--- config.mk ---
export PLATFORM = sky130hd
export DESIGN_NAME = calc_display_driver
export DESIGN_NICKNAME = d
export VERILOG_FILES = /design/src/rtl/calc_display_driver.sv
export SDC_FILE = /design/constraint.sdc
export NUM_CORES = 1
export LEC_CHECK = 0
export CAP_MARGIN = 20
export CORE_UTILIZATION = 64
export CTS_CLUSTER_DIAMETER = 200
export CTS_CLUSTER_SIZE = 12
export DETAILED_ROUTE_END_ITERATION = 7
export PLACE_DENSITY = 0.85
export RECOVER_POWER = 50
export SLEW_MARGIN = 40
export SYNTH_ARGS = -nofsm -noshare
export SYNTH_HDL_FRONTEND = slang
export SYNTH_SLANG_ARGS = --single-unit
export TNS_END_PERCENT = 50
--- constraint.sdc ---
create_clock -name clk -period 4.4 [get_ports clk]
set_input_delay 0.88 -clock clk [delete_from_list [all_inputs] [get_ports clk]]
set_output_delay 0.88 -clock clk [all_outputs]
set_load 0.05 [all_outputs]
--- src/rtl/calc_display_driver.sv ---
// rtl/calc_display_driver.sv - eight-digit seven-segment driver with hex / double-dabble decimal readout
module calc_display_driver #(
    parameter int REFRESH_DIV = 100000
) (
    input  logic        clk,
    input  logic        rst,
    input  logic [15:0] dato,
    input  logic        mode,
    output logic [7:0]  an,
    output logic [6:0]  seg,
    output logic        dp_n,
    output logic        busy
);

    localparam int RW = (REFRESH_DIV > 2) ? $clog2(REFRESH_DIV) : 1;
    localparam logic [RW-1:0] RC_LAST = RW'(REFRESH_DIV - 1);

    typedef enum logic [1:0] {IDLE, SHIFT, COMMIT} state_t;

    state_t      state, state_nxt;
    logic [15:0] val_q;
    logic        mode_q;
    logic [15:0] src;
    logic [19:0] bcd, bcd_adj;
    logic [3:0]  cnt;
    logic [19:0] disp, commit_val;
    logic [2:0]  ndig, commit_nd;
    logic [RW-1:0] rc;
    logic [2:0]  idx;
    logic        capture;
    logic        lit;
    logic [31:0] disp_ext;
    logic [3:0]  digit;

    function automatic logic [6:0] glyph(input logic [3:0] d);
        case (d)
            4'h0: glyph = 7'h40;
            4'h1: glyph = 7'h79;
            4'h2: glyph = 7'h24;
            4'h3: glyph = 7'h30;
            4'h4: glyph = 7'h19;
            4'h5: glyph = 7'h12;
            4'h6: glyph = 7'h02;
            4'h7: glyph = 7'h78;
            4'h8: glyph = 7'h00;
            4'h9: glyph = 7'h10;
            4'hA: glyph = 7'h08;
            4'hB: glyph = 7'h03;
            4'hC: glyph = 7'h46;
            4'hD: glyph = 7'h21;
            4'hE: glyph = 7'h06;
            default: glyph = 7'h0E;
        endcase
    endfunction

    // Leading-zero blanking: position of the top nonzero digit plus one, never below 1.
    function automatic logic [2:0] digits_used(input logic [19:0] d);
        digits_used = 3'd1;
        for (int i = 1; i < 5; i++) begin
            if (d[i*4 +: 4] != 4'h0) digits_used = 3'(i + 1);
        end
    endfunction

    always_comb begin
        bcd_adj = bcd;
        for (int i = 0; i < 5; i++) begin
            if (bcd[i*4 +: 4] >= 4'd5) bcd_adj[i*4 +: 4] = bcd[i*4 +: 4] + 4'd3;
        end
    end

    assign commit_val = mode_q ? bcd : {4'h0, val_q};
    assign commit_nd  = digits_used(commit_val);

    always_comb begin
        state_nxt = state;
        capture   = 1'b0;
        case (state)
            IDLE: begin
                if ((dato != val_q) || (mode != mode_q)) begin
                    capture   = 1'b1;
                    state_nxt = mode ? SHIFT : COMMIT;
                end
            end
            SHIFT:   if (cnt == 4'd15) state_nxt = COMMIT;
            COMMIT:  state_nxt = IDLE;
            default: state_nxt = IDLE;
        endcase
    end

    always_ff @(posedge clk) begin
        if (rst) begin
            state  <= IDLE;
            val_q  <= 16'h0;
            mode_q <= 1'b0;
            src    <= 16'h0;
            bcd    <= 20'h0;
            cnt    <= 4'h0;
            disp   <= 20'h0;
            ndig   <= 3'd1;
        end else begin
            state <= state_nxt;
            if (capture) begin
                val_q  <= dato;
                mode_q <= mode;
                src    <= dato;
                bcd    <= 20'h0;
                cnt    <= 4'h0;
            end
            if (state == SHIFT) begin
                bcd <= {bcd_adj[18:0], src[15]};
                src <= {src[14:0], 1'b0};
                cnt <= cnt + 4'd1;
            end
            // disp only changes here, so the visible digits never show a half-built value.
            if (state == COMMIT) begin
                disp <= commit_val;
                ndig <= commit_nd;
            end
        end
    end

    assign disp_ext = {12'h0, disp};
    assign digit    = disp_ext[{idx, 2'b00} +: 4];
    assign lit      = (idx < ndig);

    always_ff @(posedge clk) begin
        if (rst) begin
            rc  <= '0;
            idx <= 3'd0;
            an  <= 8'hFF;
            seg <= 7'h7F;
        end else begin
            if (rc == RC_LAST) begin
                rc  <= '0;
                idx <= idx + 3'd1;
            end else begin
                rc <= rc + 1'b1;
            end
            an  <= lit ? ~(8'd1 << idx) : 8'hFF;
            seg <= lit ? glyph(digit) : 7'h7F;
        end
    end

    assign dp_n = 1'b1;
    assign busy = (state != IDLE);

endmodule
## After elaboration in Yosys (flattened, before gate mapping)

Memory sizes are Yosys's and may differ from the RTL's. A register that Yosys moved wholly into a read port is not among the register bits.
Cells that the tools add are included.

- $add $sub $neg: 8
- Multiply operators: 0
- Divide/modulo/power cells: 0
- Magnitude comparators: 6
- Equality and inequality tests: 8
- Shift operators: 2
- Multiplexer cells: 22
- Bitwise logic cells: 2
- Reductions and logical operators: 12

Operators with widths:

| cell | number |
|---|---|
| 2-to-1 mux 20 bit | 3 |
| 2-to-1 mux 16 bit | 2 |
| indexed part select 32 x 6 -> 4 bit | 1 |
| 2-to-1 mux 4 bit | 6 |
| >= comparator 4 x 3 -> 1 bit, second input constant | 5 |
| adder 17 x 1 -> 17 bit, second input constant | 1 |
| equality test 17 bit, second input constant | 1 |
| adder 4 x 2 -> 4 bit, second input constant | 4 |
| inequality test 16 bit | 1 |
| nonzero test 4 bit | 4 |
| 2-to-1 mux 3 bit | 4 |
| 2-to-1 mux 2 bit | 4 |
| NOT 8 bit | 1 |
| left shift 1 x 3 -> 8 bit, first input constant | 1 |
| OR reduction 2 bit | 3 |
| adder 4 x 1 -> 4 bit, second input constant | 1 |
| equality test 4 bit, second input constant | 1 |
| inequality test 2 bit, second input constant | 2 |
| case mux 2 bit (2 select lines) | 1 |
| nonzero test 2 bit | 2 |
| adder 3 x 1 -> 3 bit, second input constant | 1 |
| adder 3 x 2 -> 3 bit, second input constant | 1 |
| less-than comparator 3 bit | 1 |
| equality test 2 x 1 -> 1 bit, second input constant | 1 |
| 7 further kinds | 8 |

- Bits in registers: 110
- Latch bits: 0
- Memory bits (writable): 0
- Memory bits (read-only): 112
- Input port bits: 19
- Output and inout port bits: 17
- Word-level logic and storage cells: 73
- Memories: 1

Memory list:

| memory | words | width | read ports | clocked after Yosys merged registers in | wr ports | RTL line | RTL |
|---|---|---|---|---|---|---|---|
| (no name shown) | 16 | 7 | 1 | 1 | 0 | 36 | `case (d)` |

## Longest topological paths before layout

- Word-level depth: 6
- Gate-level depth with buffers: 8
- Gate-level depth less buffers: 7

## Worst setup path before layout

OpenSTA, ideal clock, no wires.

- Path kind: reg2out
- From: register state[1]
- To: output busy
- Arrival: 1.497 ns
- Data required time: 3.520 ns
- Path slack: 2.023 ns
- Stages on the path, launching flop included: 5
- Path buffers: 2
- Cell sequence: dfxtp_1 clkbuf_1 nor2_1 clkinv_1 clkbuf_1

- Cells in the longest elaborated chain, start to end: 1

Ends and longest elaborated chain:

| item | RTL line | RTL |
|---|---|---|
| from (decl) | 20 | `state_t state, state_nxt;` |
| from (signal assigned) | 101 | `state <= state_nxt;` |
| nonzero test 2 bit | 145 | `assign busy = (state != IDLE);` |
| to (decl) | 12 | `output logic busy` |

No other way between the ends.

==> flow_metrics.py <==
metrics = {
    "floorplanning": {
        "pin_count": 36,
        "rows": 35,
        "die-area_mm2": 0.00980,
        "core_area_mm2": 0.00915,
        "fp.dieH_um": 99.0,
        "start_util_pct": 65.8,
        "die_w_um": 99.0,
    },
    "synthesis": {
        "synth_top_family_by_area": "compound AO/OA/AOI/OAI gates",
        "synth_async_sr_flop_share_pct": 0,
        "syn_area_mm2": 0.00602,
        "synth_compound_area_share_pct": 18.9,
        "ys_ff_latch": 117,
        "synth_simple_gate_area_share_pct": 18.5,
        "synth_warnings": 0,
        "synth.mux.area_fraction_pct": 7.40,
        "syn_avg_cell_area_um2": 8.93,
        "synth-edff-count": 0,
        "synth_nets": 719,
        "ys_seq_area_share_pct": 38.9,
        "synth_ff_type": "dfxtp_1",
        "synth_xor_area_share_pct": 5.82,
        "ys_types": 59,
        "synth_fa_ha_area_share_pct": 5.41,
        "syn_inst": 674,
    },
    "grt": {
        "grt_max_degree": 40,
        "grt_antenna_before_repair": 0,
        "gr-total-overflow": 0,
        "first_global_vias": 5388,
        "grtUsageTotal_pct": 33.2,
        "grt_pass1_wl_um": 25500,
    },
    "status": {
        "status": "complete, but fails checks",
        "violations": "capacitance limit, slew limit",
    },
    "cts": {
        "path_clk_slew_ns": 0.06,
        "cts_tree": "yes",
        "cts_hold_buf": 0,
        "cts.sinks": 117,
        "ctsResizeCount": 0,
        "cts-root-buf": "clkbuf_8",
        "cts_buffers": 17,
        "htreeDepth": 4,
        "post_cts_buffers": 0,
        "cts_buffer_depth": 2,
        "insertion_delay_ns": 0.53,
    },
    "placement": {
        "routabilityCongestion": 0.926,
        "dp_hpwl_um": 10100,
        "io_buffer_count": 34,
    },
    "critical_path": {
        "slowest_delay_ns": 1.10,
        "cpLargestDelayFamily": "buffers and inverters",
        "start_kind": "primary input",
        "crit_path_end_kind": "flop",
        "critPathKind": "in -> reg",
        "slowest_stage": "clkbuf_1",
        "worst_ep_required_time_ns": 4.81,
        "worst-path-stages": 4,
        "crit_buf_inv": 2,
        "ff2ff_path_depth": 7,
        "cp_cell_sequence": "clkbuf_1, clkinv_1, a32o_2, a22o_1",
        "worstPathMaxFanout": 30,
        "critPathArrivalTime_ns": 4.11,
    },
    "detailed_routing": {
        "drcViolationCount": 0,
        "drtPass1Iterations": 6,
        "wire_per_inst_um": 18.7,
        "viasPerCell": 6.53,
        "antenna_left": 0,
        "wirelength_um": 15300,
        "num_vias": 5355,
        "drt-initial-drc-count": 394,
    },
    "timing": {
        "fin_tns_setup_ns": 0,
        "holdWs_ns": 0.440,
        "clock.fmax_ghz": 0.271,
        "finalClockSkew_ns": 0.00713,
        "rsz0062_at_grt": "false",
        "setup_violations": 0,
        "worst_slew_pin_slew_ns": 1.56,
        "fin_crit_sh_pct": 84.0,
        "slew_headroom_pct": -4.22,
        "finalMaxSlewViolations": 31,
        "period_minus_slack_ns": 3.70,
        "finalHoldViolCount": 0,
    },
    "finish": {
        "fin_nets": 741,
        "diodes": 0,
        "drive_gt1_share_pct": 9.31,
        "area_growth_pct": 16.2,
    },
    "hold_path": {
        "hold_depth": 1,
        "hold_class": "reg -> reg",
    },
    "power_and_ir_drop": {
        "leakagePower_nw": 2.56,
        "vdd_drop_max_v": 0.000328,
        "p_per_area_mw_per_mm2": 464,
    },
    "run": {
        "maxCapViolCount": 1,
    },
}
final timing paths:
kind / from / to / slack (ns)
setup / recovery: rst / bcd[13] / 0.70
hold / removal: rc[0] / rc[0] / 0.44
setup reg to reg: state[1] / ndig[1] / 1.29
hold reg to reg: rc[0] / rc[0] / 0.44
sequential cells by signal (all words and copies together) (netlist names):
| signal | count |
|---|---|
| ndig | 3 |
| seg | 7 |
| val_q | 16 |
| rc | 17 |
| bcd | 20 |
| src | 16 |
| state | 2 |
| disp | 20 |
| cnt | 4 |
| an | 8 |
| mode_q | 1 |
| idx | 3 |
final cells by class:
type                    instances  area, µm²
multi-input cells             489       3370
flip-flops and latches        117       2340
fillers                       631       2160
clock buffers                  19        422
repair buffers                 47        417
clock inverters                13        206
well taps                     111        139
inverters                      24       90.1
report_power, final:
| group | internal (mW) | switching [mW] |
|---|---|---|
| registers | 1.15 | 0.0719 |
| logic | 0.215 | 0.334 |
| clock network | 0.975 | 0.497 |
| total | 2.34 | 0.903 |
Yosys cell counts (3+ instances only):
cell type  instances  area (µm²)
a32o_1            13         130
nand3_1           28         140
o21ai_0           16        80.1
buf_4              4        30.0
clkbuf_1          27         101
nand4_1            5        31.3
nor3_1            17        85.1
nor2b_1           15        93.8
nand2b_1          10        62.6
mux2i_1           22         220
a221o_1            3        30.0
a31oi_1           29         181
xor2_1            17         149
o2bb2ai_1          3        26.3
buf_2              8        40.0
o211ai_1          13        97.6
buf_6              3        33.8
ha_1              26         325
mux2_2            14         158
xnor2_1           23         201
mux4_2             3        67.6
inv_1             22        82.6
nand2_1           51         191
dfxtp_1          117        2340
nor2_1            61         229
and2_1             4        25.0
a21oi_1           24         120
a22o_1            14         123
a211oi_1          25         188
nor3b_1            4        30.0
nor4_1             5        31.3
and3_1            13        81.3
metrics by stage:
stage	std cells	power [mW]	setup slack, ns	util [%]	cell area, µm²
after global routing	820	3.35	0.642	76.4	6990
after detailed placement	788	1.77	1.06	69.7	6380
final	820	3.24	0.703	76.4	6990
after CTS	820	3.23	1.00	76.6	7010
after global placement	788	1.75	1.17	69.7	6380
after floorplan	674	1.61	2.02	-	6020
logic make-up (layout without fill, tap and decap cells):
group                      after synthesis  count (layout)
other                                    1               1
adders and majority gates               26              26
buffers and inverters                   68             103
xor gates and xnor gates                40              40
DFF                                    117             117
and+or+nand+nor                        225             225
AOI/OAI and AO/OA                      158             158
muxes                                   39              39
layout by cell type, fill, tap and decap left out, types with 14 or more instances in the layout:
cell | netlist | final
mux2_2 | 14 | 14
nand3_1 | 28 | 28
xnor2_1 | 23 | 23
nor2_1 | 61 | 58
xor2_1 | 17 | 17
ha_1 | 26 | 26
o21ai_0 | 16 | 16
clkdlybuf4s50_1 | 0 | 32
nor2b_1 | 15 | 15
inv_1 | 22 | 22
clkbuf_16 | 0 | 16
a211oi_1 | 25 | 25
nand2_1 | 51 | 51
a31oi_1 | 29 | 29
mux2i_1 | 22 | 22
nor3_1 | 17 | 17
a21oi_1 | 24 | 24
dfxtp_1 | 117 | 117
a22o_1 | 14 | 14
metal layers:
| layer | GRT usage, % | wire, µm |
|---|---|---|
| met5 | 0 | 0 |
| met4 | 20.3 | 811 |
| met3 | 8.01 | 1110 |
| met2 | 57.9 | 7640 |
| met1 | 36.5 | 5770 |
Note: power is estimated with default switching activity, not from simulation.
